File: config.mk
export PLATFORM = sky130hd
export DESIGN_NAME = fetch_unit
export DESIGN_NICKNAME = d
export VERILOG_FILES = /design/src/rtl/fetch_unit.sv
export SDC_FILE = /design/constraint.sdc
export NUM_CORES = 1
export LEC_CHECK = 0
export ABC_AREA = 1
export CAP_MARGIN = 40
export CELL_PAD_IN_SITES_DETAIL_PLACEMENT = 0
export CELL_PAD_IN_SITES_GLOBAL_PLACEMENT = 2
export CORE_ASPECT_RATIO = 0.9
export CORE_MARGIN = 3
export CORE_UTILIZATION = 32
export DETAILED_ROUTE_END_ITERATION = 6
export HOLD_SLACK_MARGIN = 0.06
export PLACE_DENSITY_LB_ADDON = 0.1
export SLEW_MARGIN = 10
export SYNTH_ARGS = -nofsm -noshare
export SYNTH_HDL_FRONTEND = slang
export SYNTH_SLANG_ARGS = --single-unit
File: constraint.sdc
create_clock -name clk -period 4 [get_ports clk]
set_input_delay 1 -clock clk [delete_from_list [all_inputs] [get_ports clk]]
set_output_delay 1 -clock clk [all_outputs]
set_load 0.02 [all_outputs]
File: src/rtl/fetch_unit.sv
// Instruction fetch: holds PC, reads imem over req/ready, presents instr+PC to decode over valid/ready.
// Latency 1 cycle imem_ready->instr_valid; requests launch only when the output slot is free; a WAIT request is never retracted.
module fetch_unit #(
    parameter logic [63:0] RESET_PC = 64'h0
) (
    input  logic        clk,
    input  logic        rst_n,
    output logic        imem_req,
    output logic [63:0] imem_addr,
    input  logic        imem_ready,
    input  logic [31:0] imem_rdata,
    output logic [31:0] instr,
    output logic [63:0] instr_pc,
    output logic        instr_valid,
    input  logic        id_ready,
    input  logic        redirect,
    input  logic        redirect_sel,
    input  logic [63:0] redirect_base,
    input  logic [63:0] cond_addr19,
    input  logic [63:0] br_addr26
);

    typedef enum logic [1:0] {IDLE, ISSUE, WAIT, DISCARD} state_t;

    state_t      state_q;
    logic [63:0] pc_q;
    logic [63:0] pc_pending_q;
    logic [63:0] stale_q;
    logic [31:0] instr_q;
    logic [63:0] instr_pc_q;
    logic        instr_valid_q;

    logic        slot_free;
    logic [63:0] offset;
    logic [63:0] target;

    assign slot_free = !instr_valid_q || id_ready;
    assign offset    = redirect_sel ? br_addr26 : cond_addr19;
    assign target    = redirect_base + {offset[61:0], 2'b00};

    always_comb begin
        imem_req = 1'b0;
        case (state_q)
            ISSUE:   imem_req = slot_free && !redirect;
            WAIT:    imem_req = 1'b1;
            DISCARD: imem_req = 1'b1;
            default: imem_req = 1'b0;
        endcase
    end

    // DISCARD keeps the abandoned address on the bus until memory completes it
    assign imem_addr   = (state_q == DISCARD) ? stale_q : pc_q;
    assign instr       = instr_q;
    assign instr_pc    = instr_pc_q;
    assign instr_valid = instr_valid_q;

    always_ff @(posedge clk or negedge rst_n) begin
        if (!rst_n) begin
            state_q       <= IDLE;
            pc_q          <= RESET_PC;
            pc_pending_q  <= 64'h0;
            stale_q       <= 64'h0;
            instr_q       <= 32'h0;
            instr_pc_q    <= 64'h0;
            instr_valid_q <= 1'b0;
        end else begin
            instr_valid_q <= instr_valid_q && !id_ready;
            if (redirect) begin
                instr_valid_q <= 1'b0;
            end
            case (state_q)
                IDLE: begin
                    state_q <= ISSUE;
                    if (redirect) begin
                        pc_q <= target;
                    end
                end
                ISSUE: begin
                    if (redirect) begin
                        pc_q <= target;
                    end else if (imem_req && imem_ready) begin
                        instr_q       <= imem_rdata;
                        instr_pc_q    <= pc_q;
                        instr_valid_q <= 1'b1;
                        pc_q          <= pc_q + 64'd4;
                    end else if (imem_req) begin
                        state_q <= WAIT;
                    end
                end
                WAIT: begin
                    if (redirect && imem_ready) begin
                        pc_q    <= target;
                        state_q <= ISSUE;
                    end else if (redirect) begin
                        pc_pending_q <= target;
                        stale_q      <= pc_q;
                        state_q      <= DISCARD;
                    end else if (imem_ready) begin
                        instr_q       <= imem_rdata;
                        instr_pc_q    <= pc_q;
                        instr_valid_q <= 1'b1;
                        pc_q          <= pc_q + 64'd4;
                        state_q       <= ISSUE;
                    end
                end
                DISCARD: begin
                    if (imem_ready) begin
                        pc_q    <= redirect ? target : pc_pending_q;
                        state_q <= ISSUE;
                    end else if (redirect) begin
                        pc_pending_q <= target;
                    end
                end
                default: state_q <= IDLE;
            endcase
        end
    end

endmodule
# After elaboration in Yosys (flattened, before gate mapping)
# Index checks and enable logic that the tools add are counted.
# word_totals
reg_bits,291
in_bits,230
output_inout_bits,162
wordCells,84
# classes
addsub,2
n_eq_ne,16
muxes,41
bitwise_logic,1
n_reduce_logical,17
# ops
operator,n
64-bit two-way mux,16
64-bit one-hot mux with 2 select lines,2
64-bit one-hot mux with 4 select lines,1
32-bit two-way mux,5
64-bit by 3-bit adder with 64-bit output (second input constant),1
64-bit adder,1
32-bit one-hot mux with 2 select lines,1
62-bit two-way mux,1
2-bit != test (second input constant),10
2-bit two-way mux,6
3-bit != test (second input constant),3
3-bit AND reduction,3
2-bit one-hot mux with 4 select lines,1
1-bit two-way mux,6
6-bit AND reduction,1
5-bit AND reduction,1
2-bit == test (second input constant),2
1-bit logical AND,4
1-bit one-hot mux with 2 select lines,2
2-bit nonzero test,2
1-bit zero test,3
2-bit by 1-bit == test with 1-bit output (second input constant),1
2-bit zero test,1
2-bit OR reduction,1
2 further kinds,2

# Logic depth before layout (Yosys ltp)
# Gate-level depths: netlist (run 1).
# depth
word_depth,8
mapped_depth,23

# Least setup slack after synthesis (run 1)
# Ideal clock, no wire load.
# synth_timing
kind,input-to-reg
startpoint,in redirect_sel
endpoint,reg pc_q[42]
setup_time_ns,0.116
t_arrival_ns,3.672
t_required_ns,3.884
slack_ns,0.211
path_stages,20
path_buffers,2
path_cell_list,clkbuf_1 clkbuf_1 mux2_2 ha_1 inv_1 fa_1 inv_1 nand3_1 nand2_1 nand2_1 nand2_1 nand2_1 nand3_1 nand2_1 nand2_1 xnor2_1 a21o_1 nand3_1 nand2_1 nand2_1
# synth_between
elab_chain_cells,5
# synth_lines
element,line_no,source
"start, declared",17,"input logic redirect_sel,"
62-bit two-way mux *,38,assign offset = redirect_sel ? br_addr26 : cond_addr19;
64-bit adder *,39,"assign target = redirect_base + {offset[61:0], 2'b00};"
64-bit two-way mux,74,if (redirect) begin
64-bit two-way mux,107,if (imem_ready) begin
64-bit one-hot mux with 4 select lines *,71,case (state_q)
"end signal, assigned",75,pc_q <= target;
"end signal, assigned",80,pc_q <= target;
"end signal, assigned",108,pc_q <= redirect ? target : pc_pending_q;
"end, declared",26,logic [63:0] pc_q;
# Every way passes the cells marked *; elsewhere a longest branch is shown, timed or not. The select of a mux whose other input is x is not followed.
# A chain may end at the register's enable or synchronous reset.

# Worst setup path after layout (run 1)
# layout_timing
startpoint,in id_ready
endpoint,out imem_req
# layout_between
elab_chain_cells,3
# layout_lines
element,line_no,source
"start, declared",15,"input logic id_ready,"
1-bit logical OR,37,assign slot_free = !instr_valid_q || id_ready;
1-bit logical AND,44,ISSUE: imem_req = slot_free && !redirect;
1-bit one-hot mux with 2 select lines,43,case (state_q)
"end, declared",8,"output logic imem_req,"
# Every way passes these cells.

==> flow_summary.json, run 1 <==
{
  "status": "completed",
  "arrival_ns": 2.76,
  "synth_top_area_share_pct": 32.6,
  "p_leak_uw": 0.0148,
  "synth.top_cells.by_area": "dfrtp_1, nand2_1, inv_1, o21ai_0, nand3_1",
  "cpMaxStageDelayCell": "clkdlybuf4s50_1",
  "synth_top_family_by_area": "simple AND/OR/NAND/NOR gates",
  "skew_ns": 0.0153,
  "antenna_found_initial": 2,
  "synth-xor-area-share_pct": 2.82,
  "synth.largest_area_cell": "dfrtp_1",
  "synth_nets": 3719,
  "num_rows": 91,
  "io_pins": 392,
  "grt_max_degree": 92,
  "drive_gt1_share_pct": 11.2,
  "finalSetupViolations": 0,
  "synth_area_um2": 22400,
  "postCtsSetupBuffers": 0,
  "crit_chain": "clkdlybuf4s50_1 -> inv_1 -> nand2_1 -> nand2_1 -> a21oi_2 -> clkdlybuf4s50_1",
  "die_x_um": 285,
  "hp-class": "input pin to async pin",
  "cts_sinks": 291,
  "viasPerCell": 4.87,
  "path_clk_slew_ns": 0.06,
  "synth_compound_area_share_pct": 13.3,
  "drt-initial-drc-count": 1770,
  "clockBufferDepth": 3,
  "worst_slew_pin_slew_ns": 0.884,
  "ys_ff_latch": 291,
  "cts_tree": "done",
  "yosys.area_share.simple_pct": 31.7,
  "insertion_delay_ns": 0.54,
  "grt_pass1_wl_um": 143000,
  "fill_cells": 7290,
  "finalWirelength_um": 94700,
  "htreeDepth": 2,
  "power-per-cell-area_nw_per_um2": 709,
  "ys.flop_type": "dfrtp_1",
  "coreArea_um2": 68900,
  "crit_type": "input pin to output pin",
  "n_antenna_cell": 0,
  "cp_max_fo": 4,
  "avgRoutedWirePerCell_um": 19.2,
  "ant_nets": 0,
  "muxShareOfSynthArea_pct": 5.26,
  "dr.pass1.iters": 6,
  "slew_violations": 0,
  "initial_core_util_pct": 32.5,
  "ir_worst_vdd_v": 0.000322,
  "relSlewSlack_pct": 40.6,
  "syn2layout_area_growth_pct": 35.0,
  "cts_buffers": 35,
  "finalHoldViolations": 0,
  "yosysWarnings": 0,
  "rsz0062_at_grt": "no",
  "grt_pass1_vias": 23483,
  "start_kind": "input pin",
  "synth_seq_area_share_pct": 32.6,
  "syn_inst": 3421,
  "drc": 0,
  "total_power_uw": 21400,
  "cpPeakStageDelay_ns": 0.75,
  "cts-hold-fix-buffers": 0,
  "syn_avg_cell_area_um2": 6.53,
  "ctsResizeCount": 0,
  "yosysUniqueCellTypes": 54,
  "synth_edf_count": 0,
  "fin_crit_ns": 3.76,
  "portBuffers": 387,
  "grt_remaining_overflow": 0,
  "num_vias": 24060,
  "synth-adder-area-share_pct": 3.84,
  "dp_hpwl_um": 77000,
  "critPathRequiredTime_ns": 3.00,
  "grt.total_usage_pct": 25.3,
  "async_flop_share_pct": 100,
  "fmax_mhz": 266,
  "place_area_um2": 29000,
  "place_congestion": 0.888,
  "drv_cap": 0,
  "min_period_over_period_pct": 93.9,
  "clock-root-buffer": "clkbuf_16",
  "final_area_um2": 30200,
  "die-area_um2": 73100,
  "endpoint_kind": "output pin",
  "die_y_um": 257,
  "final_nets": 4287
}
[path summary, 6_finish.rpt]
kind                                              start                      endpoint  slack [ns]  depth (start not counted)
min in group clk           pc_pending_q[55]$_DFFE_PN0P_  pc_pending_q[55]$_DFFE_PN0P_        0.48                          2
setup / recovery                               id_ready                      imem_req        0.24                          6
max in group asynchronous                         rst_n  pc_pending_q[40]$_DFFE_PN0P_        2.63                          2
hold / removal                                    rst_n         instr[16]$_DFFE_PN0P_        0.42                          1
setup reg to reg                    pc_q[2]$_DFFE_PN0P_          pc_q[50]$_DFFE_PN0P_        0.75                         14
hold reg to reg            pc_pending_q[55]$_DFFE_PN0P_  pc_pending_q[55]$_DFFE_PN0P_        0.48                          2
[cells in the mapped netlist (4+ instances only)]
cell type	number
a21oi_1	141
a22oi_1	14
a31oi_1	10
and2_1	4
buf_1	12
buf_2	23
buf_6	5
clkbuf_1	77
dfrtp_1	291
ha_1	67
inv_1	473
inv_2	10
mux2_2	60
mux2_4	32
nand2_1	1166
nand3_1	213
nand3b_1	5
nand4_1	31
nor2_1	225
nor2_2	4
nor3_1	50
nor3b_1	4
nor4_1	6
o211ai_1	20
o21ai_0	274
o21ai_1	65
o21bai_1	11
o22ai_1	5
or2_0	7
or2_2	5
xnor2_1	26
xor2_1	46
[logic make-up after synthesis]
kind of cell	count (synthesis)
AOI/OAI and AO/OA	558
and+or+nand+nor	1733
DFF	291
buffers and inverters	605
adders and majority gates	68
muxes	94
xor gates and xnor gates	72
[through the flow]
| step | hold slack (ns) | setup TNS, ns | utilization (%) | worst slack (ns) | instances |
|---|---|---|---|---|---|
| floorplan | 0.441 | 0 | - | 0.211 | 3421 |
| global placement | 0.453 | -2.60 | 42.1 | -0.391 | 4882 |
| detailed placement | 0.461 | -2.96 | 42.1 | -0.348 | 4882 |
| CTS | 0.425 | 0 | 43.8 | 0.214 | 4940 |
| global route | 0.427 | 0 | 43.8 | 0.0147 | 4940 |
| finish | 0.419 | 0 | 43.8 | 0.242 | 4940 |
[flip-flops by register name, indices dropped and copies added, names as in the netlist]
| register | cells |
|---|---|
| pc_pending_q | 64 |
| stale_q | 64 |
| pc_q | 64 |
| instr_valid | 1 |
| instr | 32 |
| instr_pc | 64 |
| state_q | 2 |
[layer usage]
layer | wire length [um] | global-route usage, % | vias to the layer above | part of all wire [%]
li1 | - | - | 12043 | -
met1 | 44400 | 36.0 | 11236 | 47
met2 | 43600 | 41.7 | 692 | 46
met3 | 4750 | 2.36 | 87 | 5.0
met4 | 1970 | 5.50 | 2 | 2.1
met5 | 11 | 0 | - | 0.012
[cell usage in the layout (no fill, tap or decap), types with 10 or more instances in the layout]
cell type        count
nor2_1             224
xnor2_1             26
buf_4              252
inv_1              473
a21oi_1            141
a31oi_1             10
a22oi_1             14
nand2_1           1164
mux2_2              60
dfrtp_1            291
ha_1                66
nand3_1            212
o21ai_1             65
o21ai_0            274
clkdlybuf4s50_1    384
clkbuf_16           37
o211ai_1            20
mux2_4              32
nor3_1              49
buf_12              11
inv_2               10
o21bai_1            11
nand4_1             31
xor2_1              46
[cell type report]
class,count,area [um^2],share of cell area [%]
clock buffers,50,1040,3.46
clock inverters,8,118,0.390
inverters,486,1820,6.04
multi-input cells,2525,12800,42.3
flip-flops and latches,291,7280,24.1
well taps,930,1160,3.85
repair buffers,650,5980,19.8
[worst max-delay path, delay by kind of cell]
| family | cells | cell delay [ns] |
|---|---|---|
| buffers and inverters | 3 | 1.25 |
| AOI/OAI and AO/OA | 1 | 0.21 |
| and+or+nand+nor | 2 | 0.30 |
[power by group]
group	leakage (uW)	total, uW	switching [uW]	internal, uW
clock network	0.000572	3290	1290	2000
registers	0.00360	5430	1040	4400
logic	0.0107	12700	7790	4890
Note: power is estimated with default switching activity, not from simulation.
==> run 2: changes to the inputs <==
Settings changed: CTS_BUF_LIST set to sky130_fd_sc_hd__clkbuf_4 sky130_fd_sc_hd__clkbuf_8 sky130_fd_sc_hd__clkbuf_16, PLACE_DENSITY_LB_ADDON 0.1 to 0.12.
==> run 2 against run 1 <==
  * Largest power group unchanged
  * Sequential power is essentially flat
  * Global-route usage shrank 0.13 points
  * Clock-buffer cell count grew 3
  * Via count grew 0.41%
  * Die area is the same
  * Register-to-register slack gained 0.10 ns
  * Setup slack gained 0.059 ns
  * Non-clock buffer count grew 11
  * Clock skew grew 0.0044 ns
  * Final cell count grew 0.30%
  * Routed wire length shrank 0.45%
==> flow_summary.json, run 2 (synthesis gave the netlist of run 1 again) <==
{
  "reg2reg_to": "pc_q[17]$_DFFE_PN0P_",
  "num_vias": 24158,
  "ant_nets": 0,
  "place_congestion": 0.911,
  "die_y_um": 257,
  "crit_type": "input pin to output pin",
  "fmax_mhz": 270,
  "finalWirelength_um": 94300,
  "start_kind": "input pin",
  "skew_ns": 0.0197,
  "num_rows": 91,
  "dr.pass1.iters": 6,
  "insertion_delay_ns": 0.55,
  "cts-hold-fix-buffers": 0,
  "ir_worst_vdd_v": 0.000399,
  "io_pins": 392,
  "cp_max_fo": 4,
  "critPathRequiredTime_ns": 3.00,
  "endpoint_kind": "output pin",
  "clock-root-buffer": "clkbuf_16",
  "seq_area_um2": 7280,
  "grt_pass1_vias": 23234,
  "portBuffers": 387,
  "arrival_ns": 2.70,
  "initial_core_util_pct": 32.5,
  "cpMaxStageDelayCell": "clkdlybuf4s50_1",
  "reg2reg_from": "pc_q[2]$_DFFE_PN0P_",
  "power-per-cell-area_nw_per_um2": 714,
  "htreeDepth": 2,
  "tns_ns": 0,
  "min-delay-start": "pc_pending_q[44]$_DFFE_PN0P_",
  "relSlewSlack_pct": 41.9,
  "dp_hpwl_um": 76600,
  "path_clk_slew_ns": 0.05,
  "hold_depth": 2,
  "final_nets": 4300,
  "drive_gt1_share_pct": 11.6,
  "setup_ws_ns": 0.301,
  "cts_buffers": 37,
  "coreArea_um2": 68900,
  "layout_commonest_cell": "nand2_1",
  "finalHoldViolations": 0,
  "hp-class": "register to register",
  "fin_crit_ns": 3.70,
  "status": "completed",
  "drv_cap": 0,
  "die-area_um2": 73100,
  "slew_violations": 0,
  "syn2layout_area_growth_pct": 35.8,
  "cts_tree": "done",
  "r2r_setup_slack_ns": 0.85,
  "viasPerCell": 4.88,
  "drt-initial-drc-count": 1935,
  "drc": 0,
  "ctsResizeCount": 0,
  "antenna_found_initial": 2,
  "crit_chain": "clkdlybuf4s50_1 -> inv_1 -> nand2_1 -> nand2_1 -> a21oi_2 -> clkdlybuf4s50_1",
  "worst_slew_pin_slew_ns": 0.871,
  "reg2reg_depth": 10,
  "cts_sinks": 291,
  "pre_cts_ws_ns": -0.174,
  "die_x_um": 285,
  "grt_pass1_wl_um": 143000,
  "multiInputGateArea_um2": 12800,
  "postCtsSetupBuffers": 0,
  "fill_cells": 7298,
  "grt_remaining_overflow": 0,
  "finalSetupViolations": 0,
  "layout_common_cells": "nand2_1, inv_1, clkdlybuf4s50_1, dfrtp_1, o21ai_0",
  "grt.total_usage_pct": 25.2,
  "cpPeakStageDelay_ns": 0.71,
  "p_leak_uw": 0.0149,
  "clockBufferDepth": 3,
  "min_to": "pc_pending_q[44]$_DFFE_PN0P_",
  "min_period_over_period_pct": 92.5,
  "grt_max_degree": 103,
  "rsz0062_at_grt": "no",
  "avgRoutedWirePerCell_um": 19.0
}
==> run 2: cell types whose count changed in the layout (fill, tap and decap cells not counted), sizes merged <==
cell / before / now
clkbuf: 50 / 53
buf: 266 / 277
inv: 483 / 485
clkinv: 7 / 5
diode: 0 / 1
==> run 2: worst max path at each step <==
| stage | start | to | slack [ns] |
|---|---|---|---|
| after floorplan | redirect_sel | pc_q[42]$_DFFE_PN0P_ | 0.21 |
| after global routing | redirect_sel | pc_q[28]$_DFFE_PN0P_ | 0.11 |
| after global placement | redirect_sel | pc_q[28]$_DFFE_PN0P_ | -0.18 |
| after detailed placement | redirect_sel | pc_q[62]$_DFFE_PN0P_ | -0.17 |
| after CTS | id_ready | imem_req | 0.28 |
| final | id_ready | imem_req | 0.30 |
==> run 2: area by class of cell <==
type | instances | area share, %
multi-input cells | 2525 | 42.1
flip-flops and latches | 291 | 24.0
repair buffers | 661 | 20.1
inverters | 486 | 6.01
well taps | 930 | 3.83
clock buffers | 53 | 3.59
clock inverters | 8 | 0.425
diodes | 1 | 0.00824
==> run 2: critical path, delay by kind of cell <==
kind            cells  cell delay [ns]
compound gates      1             0.23
buf+inv             3             1.19
simple gates        2             0.28
==> run 2: layer usage <==
metal  wire [um]  global-route usage [%]
met5          15                       0
met3        4690                    2.97
met2       42700                    40.7
met4        2160                    6.04
met1       44700                    35.8
==> run 2: per-stage QoR <==
stage	hold slack, ns	total power, uW	instance area [um^2]	instances	util [%]
2_1_floorplan	0.441	12400	22400	3421	-
3_3_place_gp	0.453	18100	29100	4890	42.3
6_report	0.471	21700	30400	4955	44.1
5_1_grt	0.502	23200	30400	4954	44.1
4_1_cts	0.472	21700	30400	4954	44.1
3_5_place_dp	0.457	18200	29100	4893	42.3
==> run 2: power by group <==
group	switching (uW)	internal, uW	total (uW)
combinational	7850	5010	12900
sequential	1020	4400	5420
clock	1310	2080	3400
